## src/rtl/serial_add_ctrl_if.sv

```systemverilog
// Request/result bundle between a requester (master) and the bit-serial adder sequencer (slave).
// Latency: n/a (wires only). Backpressure: none; requester watches busy, starts during busy are dropped.
// The sub select exists only when SERIAL_ADD_SUB_EN is defined.
interface serial_add_ctrl_if #(
  parameter int WIDTH = 8
);
  logic             start;
  logic [WIDTH-1:0] a;
  logic [WIDTH-1:0] b;
`ifdef SERIAL_ADD_SUB_EN
  logic             sub;
`endif
  logic             busy;
  logic             done;
  logic [WIDTH-1:0] sum;
  logic             cout;

  modport master (
    output start, output a, output b,
`ifdef SERIAL_ADD_SUB_EN
    output sub,
`endif
    input busy, input done, input sum, input cout
  );

  modport slave (
    input start, input a, input b,
`ifdef SERIAL_ADD_SUB_EN
    input sub,
`endif
    output busy, output done, output sum, output cout
  );
endinterface

```

## src/rtl/serial_add_ctrl.sv

```systemverilog
// Bit-serial adder sequencer: one full-adder cell reused LSB-first over WIDTH cycles; SERIAL_ADD_SUB_EN adds subtract.
// Latency: done pulses WIDTH+1 cycles after the accepted start; start-to-start minimum WIDTH+2 cycles.
// Backpressure: start is only sampled in IDLE; starts while busy are ignored, nothing is queued.
module serial_add_ctrl #(
  parameter int WIDTH = 8
) (
  input  logic           clk,
  input  logic           rst_n,
  serial_add_ctrl_if.slave bus
);

  localparam int                CNT_W = $clog2(WIDTH);
  localparam logic [CNT_W-1:0]  LAST  = CNT_W'(WIDTH - 1);

  typedef enum logic [1:0] {
    S_IDLE = 2'd0,
    S_RUN  = 2'd1,
    S_DONE = 2'd2
  } state_t;

  state_t             r_state;
  state_t             w_next;
  logic [WIDTH-1:0]   r_sa;
  logic [WIDTH-1:0]   r_sb;
  logic [WIDTH-1:0]   r_sum;
  logic [CNT_W-1:0]   r_cnt;
  logic               r_c;
  logic               r_cout;
  logic               r_sub;

  logic               w_sub_in;
  logic               w_accept;
  logic               w_last;
  logic               w_busy;
  logic               w_done;

  logic               w_sb_bit;
  logic               w_ha1_s;
  logic               w_ha1_c;
  logic               w_ha2_c;
  logic               w_s;
  logic               w_carry;

`ifdef SERIAL_ADD_SUB_EN
  assign w_sub_in = bus.sub;
`else
  assign w_sub_in = 1'b0;
`endif

  // One full adder built from two half adders and an OR; B is inverted for subtract.
  assign w_sb_bit = r_sb[0] ^ r_sub;
  assign w_ha1_s  = r_sa[0] ^ w_sb_bit;
  assign w_ha1_c  = r_sa[0] & w_sb_bit;
  assign w_s      = w_ha1_s ^ r_c;
  assign w_ha2_c  = w_ha1_s & r_c;
  assign w_carry  = w_ha1_c | w_ha2_c;

  always_ff @(posedge clk) begin
    if (!rst_n) begin
      r_state <= S_IDLE;
    end else begin
      r_state <= w_next;
    end
  end

  always_comb begin
    w_next = r_state;
    case (r_state)
      S_IDLE:  if (bus.start) w_next = S_RUN;
      S_RUN:   if (r_cnt == LAST) w_next = S_DONE;
      S_DONE:  w_next = S_IDLE;
      default: w_next = S_IDLE;
    endcase
  end

  always_comb begin
    w_busy   = 1'b0;
    w_done   = 1'b0;
    w_accept = 1'b0;
    w_last   = 1'b0;
    case (r_state)
      S_IDLE: w_accept = bus.start;
      S_RUN: begin
        w_busy = 1'b1;
        w_last = (r_cnt == LAST);
      end
      S_DONE: begin
        w_busy = 1'b1;
        w_done = 1'b1;
      end
      default: ;
    endcase
  end

  always_ff @(posedge clk) begin
    if (!rst_n) begin
      r_sa   <= '0;
      r_sb   <= '0;
      r_sum  <= '0;
      r_cnt  <= '0;
      r_c    <= 1'b0;
      r_cout <= 1'b0;
      r_sub  <= 1'b0;
    end else if (w_accept) begin
      r_sa   <= bus.a;
      r_sb   <= bus.b;
      r_sum  <= '0;
      r_cnt  <= '0;
      r_c    <= w_sub_in;
      r_sub  <= w_sub_in;
    end else if (r_state == S_RUN) begin
      r_sa   <= r_sa >> 1;
      r_sb   <= r_sb >> 1;
      r_sum  <= {w_s, r_sum[WIDTH-1:1]};
      r_cnt  <= r_cnt + CNT_W'(1);
      r_c    <= w_carry;
      // cout is only published with the final bit so it stays stable until the next result.
      if (w_last) r_cout <= w_carry;
    end
  end

  assign bus.busy = w_busy;
  assign bus.done = w_done;
  assign bus.sum  = r_sum;
  assign bus.cout = r_cout;

endmodule

```

## src/flat_wrapper.sv

```systemverilog
// flat-port wrapper written by rule: the top's interface ports become plain ports
module serial_add_ctrl_flat 
#(
  parameter int WIDTH = 8
)
  (clk, rst_n, bus_start, bus_a, bus_b, bus_busy, bus_done, bus_sum, bus_cout);
  serial_add_ctrl_if #(.WIDTH(WIDTH)) bus_i ();
  input  logic clk;
  input  logic rst_n;
  input wire logic [$bits(bus_i.start)-1:0] bus_start;
  input wire logic [$bits(bus_i.a)-1:0] bus_a;
  input wire logic [$bits(bus_i.b)-1:0] bus_b;
  output wire logic [$bits(bus_i.busy)-1:0] bus_busy;
  output wire logic [$bits(bus_i.done)-1:0] bus_done;
  output wire logic [$bits(bus_i.sum)-1:0] bus_sum;
  output wire logic [$bits(bus_i.cout)-1:0] bus_cout;
  assign bus_i.start = bus_start;
  assign bus_i.a = bus_a;
  assign bus_i.b = bus_b;
  assign bus_busy = bus_i.busy;
  assign bus_done = bus_i.done;
  assign bus_sum = bus_i.sum;
  assign bus_cout = bus_i.cout;
  serial_add_ctrl #(.WIDTH(WIDTH)) u_core (.clk(clk), .rst_n(rst_n), .bus(bus_i));
endmodule
```

## config.mk

```make
export PLATFORM = sky130hd
export DESIGN_NAME = serial_add_ctrl_flat
export DESIGN_NICKNAME = d
export VERILOG_FILES = /design/src/rtl/serial_add_ctrl_if.sv /design/src/rtl/serial_add_ctrl.sv /design/src/flat_wrapper.sv
export SDC_FILE = /design/constraint.sdc
export NUM_CORES = 1
export LEC_CHECK = 0
export CAP_MARGIN = 20
export CORE_MARGIN = 2
export CORE_UTILIZATION = 40
export DETAILED_ROUTE_END_ITERATION = 10
export HOLD_SLACK_MARGIN = 0.02
export PLACE_DENSITY = 0.66
export SYNTH_ARGS = -nofsm -noshare
export SYNTH_HDL_FRONTEND = slang
export SYNTH_SLANG_ARGS = --single-unit
```

## constraint.sdc

```tcl
create_clock -name clk -period 1.5 [get_ports clk]
set_clock_uncertainty 0.15 [all_clocks]
set_input_delay 0.225 -clock clk [delete_from_list [all_inputs] [get_ports clk]]
set_output_delay 0.225 -clock clk [all_outputs]
set_load 0.1 [all_outputs]
```

==> metrics.md <==
| Metric | Value |
|---|---|
| IO Count | `30` |
| Total wire length | `2660 um` |
| Crit. End Element | `output port` |
| Worst-path clk slew | `0.06 ns` |
| Ys flop type | `dfxtp_1` |
| GRT Total Usage | `13.4%` |
| Seq. cell area | `around 630 um^2` |
| Via count | `1068` |
| First-pass GRT wire length | `about 4500 um` |
| Most frequent cells after synthesis | `31 x dfxtp_1, 27 x mux2i_1, 13 x a21oi_1, 13 x o21ai_2, 12 x nor2_1` |
| Critical path peak fanout | `4` |
| Post-layout util | `~57%` |
| Layout cells sized above 1 | `31.3%` |
| Unique masters post-synth | `23` |
| Failing checks | `negative setup slack` |
| Critical Path AT | `1.13 ns` |
| CTS max path bufs | `2` |
| Final cell count without fillers | `224` |
| N_diodes | `0` |
| Synth Cell Area | `approximately 0.0015 mm^2` |
| Grt ovf | `0` |
| Worst reg2reg setup slack | `0.07 ns` |
| Final Slew Violations | `0` |
| Fill cell count | `330` |
| Yosys top cell by area | `dfxtp_1` |
| Initial DRC Count | `22` |
| Drc violations | `0` |
| Dominant cells by area after synthesis | `dfxtp_1 41%, mux2i_1 18%, o21ai_2 7.6%` |
| Top cell type's share of synthesized area | `41.4%` |
| Min-Delay Startpoint | `u_core.r_state[1]` |
| Detailed placer's ending HPWL | `about 2000 um` |
| Final setup margin | `-0.00732 ns` |
| Data required, critical path | `1.12 ns` |
| Syn Nets | `about 170` |
| Dpl cells | `213` |
| Pre-antenna DRT Iters | `4` |
| Fmax | `663 MHz` |
| CTS Root Cell | `clkbuf_8` |
| Worst IR Drop VDD | `0.863 mV` |
| # clock sinks | `31` |
| Routed Antenna Nets | `0` |
| Max_slew headroom | `~86%` |
| Hold crit path type | `register to register` |
| Yosys Warn Count | `0` |
| Cts bufs inserted | `5` |
| Largest net degree at the start of global routing | `20` |
| Initial antenna violation count | `0` |
| Reg2reg path depth | `5` |
| Kind of critical path | `register to output port` |
| IO buf count | `29` |
| Worst Hold End | `u_core.r_state[1]` |
| Setup violations, final | `1` |
| Rows | `22` |
| Synth-to-Final Area Change | `39.0%` |
| Hold Crit Depth | `2` |
| Post-synth EDFFs | `0` |
| Seq/Total Area, Yosys | `41.4%` |
| Final hold vios | `0` |
| Crit start category | `register` |
| Setup crit start | `u_core.r_state[1]` |
| Die area | `0.00425 mm^2` |
| Vias in the first global route | `~1100` |
| Asr flop ratio synth | `0%` |
| RSZ-0062 raised after global routing | `yes` |
| Flip-flop and latch count after synthesis | `31` |
| Worst-Skew Late Latency | `0.27 ns` |
| Final GP Congestion | `between 0.6 and 0.7` |
| Max Cap Viol | `0` |
| Fin nets | `202` |
| Synth Instances | `138` |
| Die W | `65.2 um` |
| Starting Density | `approximately two fifths` |
| RR Endpoint | `u_core.r_sb[2]` |
| H-tree levels | `2` |
| LEAKAGE | `0.786 nW` |
| Mean area per synthesized cell | `10.9 um^2` |
| Status | `complete, but fails checks` |
| Fin crit share | `100%` |
| Worst R2R Start | `u_core.r_state[1]` |
| CORE AREA | `approximately 0.0036 mm^2` |
| Routed WL per cell | `11.9 um` |
| Top-count cell post-synth | `dfxtp_1` |
| Cts hold-fix bufs | `0` |
| Area of the multi-input gates | `just under 800 um^2` |
| Tmin final | `1.51 ns` |
| Least-Margin Pin Slew | `0.214 ns` |
| Via density | `4.77` |
| Pwr per Cell Area | `roughly 1500 mW/mm^2` |
| Die H | `65.2 um` |
| Pre-CTS WS | `-0.0594 ns` |
| Clock tree from TritonCTS | `built` |
-- routing by layer --
layer	global-route usage, %	wire, um
met1	14.4	1090
met2	25.4	1440
met3	3.25	115
met4	4.69	7
met5	0	0
-- what timing repair did --
action                                  CTS  global route
cloned                                    0             0
setup buffers                             2             1
gates resized for setup                   6             8
endpoints found under the setup margin   13             8
-- final cells by class --
type                            count  share of cell area, %
Tap cell                           48                   2.88
Inverter                            4                  0.841
Clock inverter                      1                  0.240
Timing Repair Buffer               40                   25.4
Clock buffer                        7                   3.67
Multi-Input combinational cell     93                   37.0
Sequential cell                    31                   30.0
-- worst max path at each step --
stage	endpoint	cells after the start
floorplan	bus_busy	2
global placement	u_core.r_state[1]	4
detailed placement	u_core.r_sb[2]	5
CTS	bus_busy	3
global route	bus_busy	3
finish	bus_busy	3
-- layout by cell type, fill, tap and decap left out, drive strengths merged --
master,n
nand3b,2
nand3,4
nor2,12
o21ai,15
nand2,7
mux2i,27
fa,1
clkinv,1
clkdlybuf4s50,18
inv,4
a21oi,14
a22oi,1
ha,7
xnor2,1
dfxtp,31
clkbuf,7
buf,22
a21boi,2
-- worst max-delay path, stage by stage, from the launching register on --
cell	delay [ns]
dfxtp_2	0.35
inv_2	0.07
ha_4	0.28
buf_12	0.16
-- registers in the layout, indices dropped and copies added, names as in the netlist --
| signal | count |
|---|---|
| u_core.r_cnt | 3 |
| u_core.r_c | 1 |
| u_core.r_sb | 8 |
| u_core.r_sa | 8 |
| u_core.r_state | 2 |
| u_core.bus.cout | 1 |
| u_core.bus.sum | 8 |
-- cell families after synthesis --
logic type                 count (synthesis)  share of synthesized area (%)
muxes                                     27                           18.0
DFF                                       31                           41.4
buffers and inverters                     14                           8.60
AOI/OAI and AO/OA                         32                           16.4
and+or+nand+nor                           25                           7.77
adders and majority gates                  8                           7.18
xor gates and xnor gates                   1                          0.585
-- metrics by stage --
stage,hold slack [ns],TNS [ns],power [mW],area [um^2]
2_1_floorplan,0.216,0,2.20,1500
3_3_place_gp,0.325,0,2.41,1930
3_5_place_dp,0.333,-0.156,2.46,1930
4_1_cts,0.337,-0.0158,3.14,2050
5_1_grt,0.364,-0.0373,3.38,2080
6_report,0.336,-0.00732,3.20,2080
-- power by group --
part | leakage, nW | internal, mW | switching, mW
clock network | 0.0422 | 0.325 | 0.280
logic | 0.489 | 0.721 | 0.774
registers | 0.255 | 0.991 | 0.106
No activity file was read; power rests on OpenSTA's default activity.
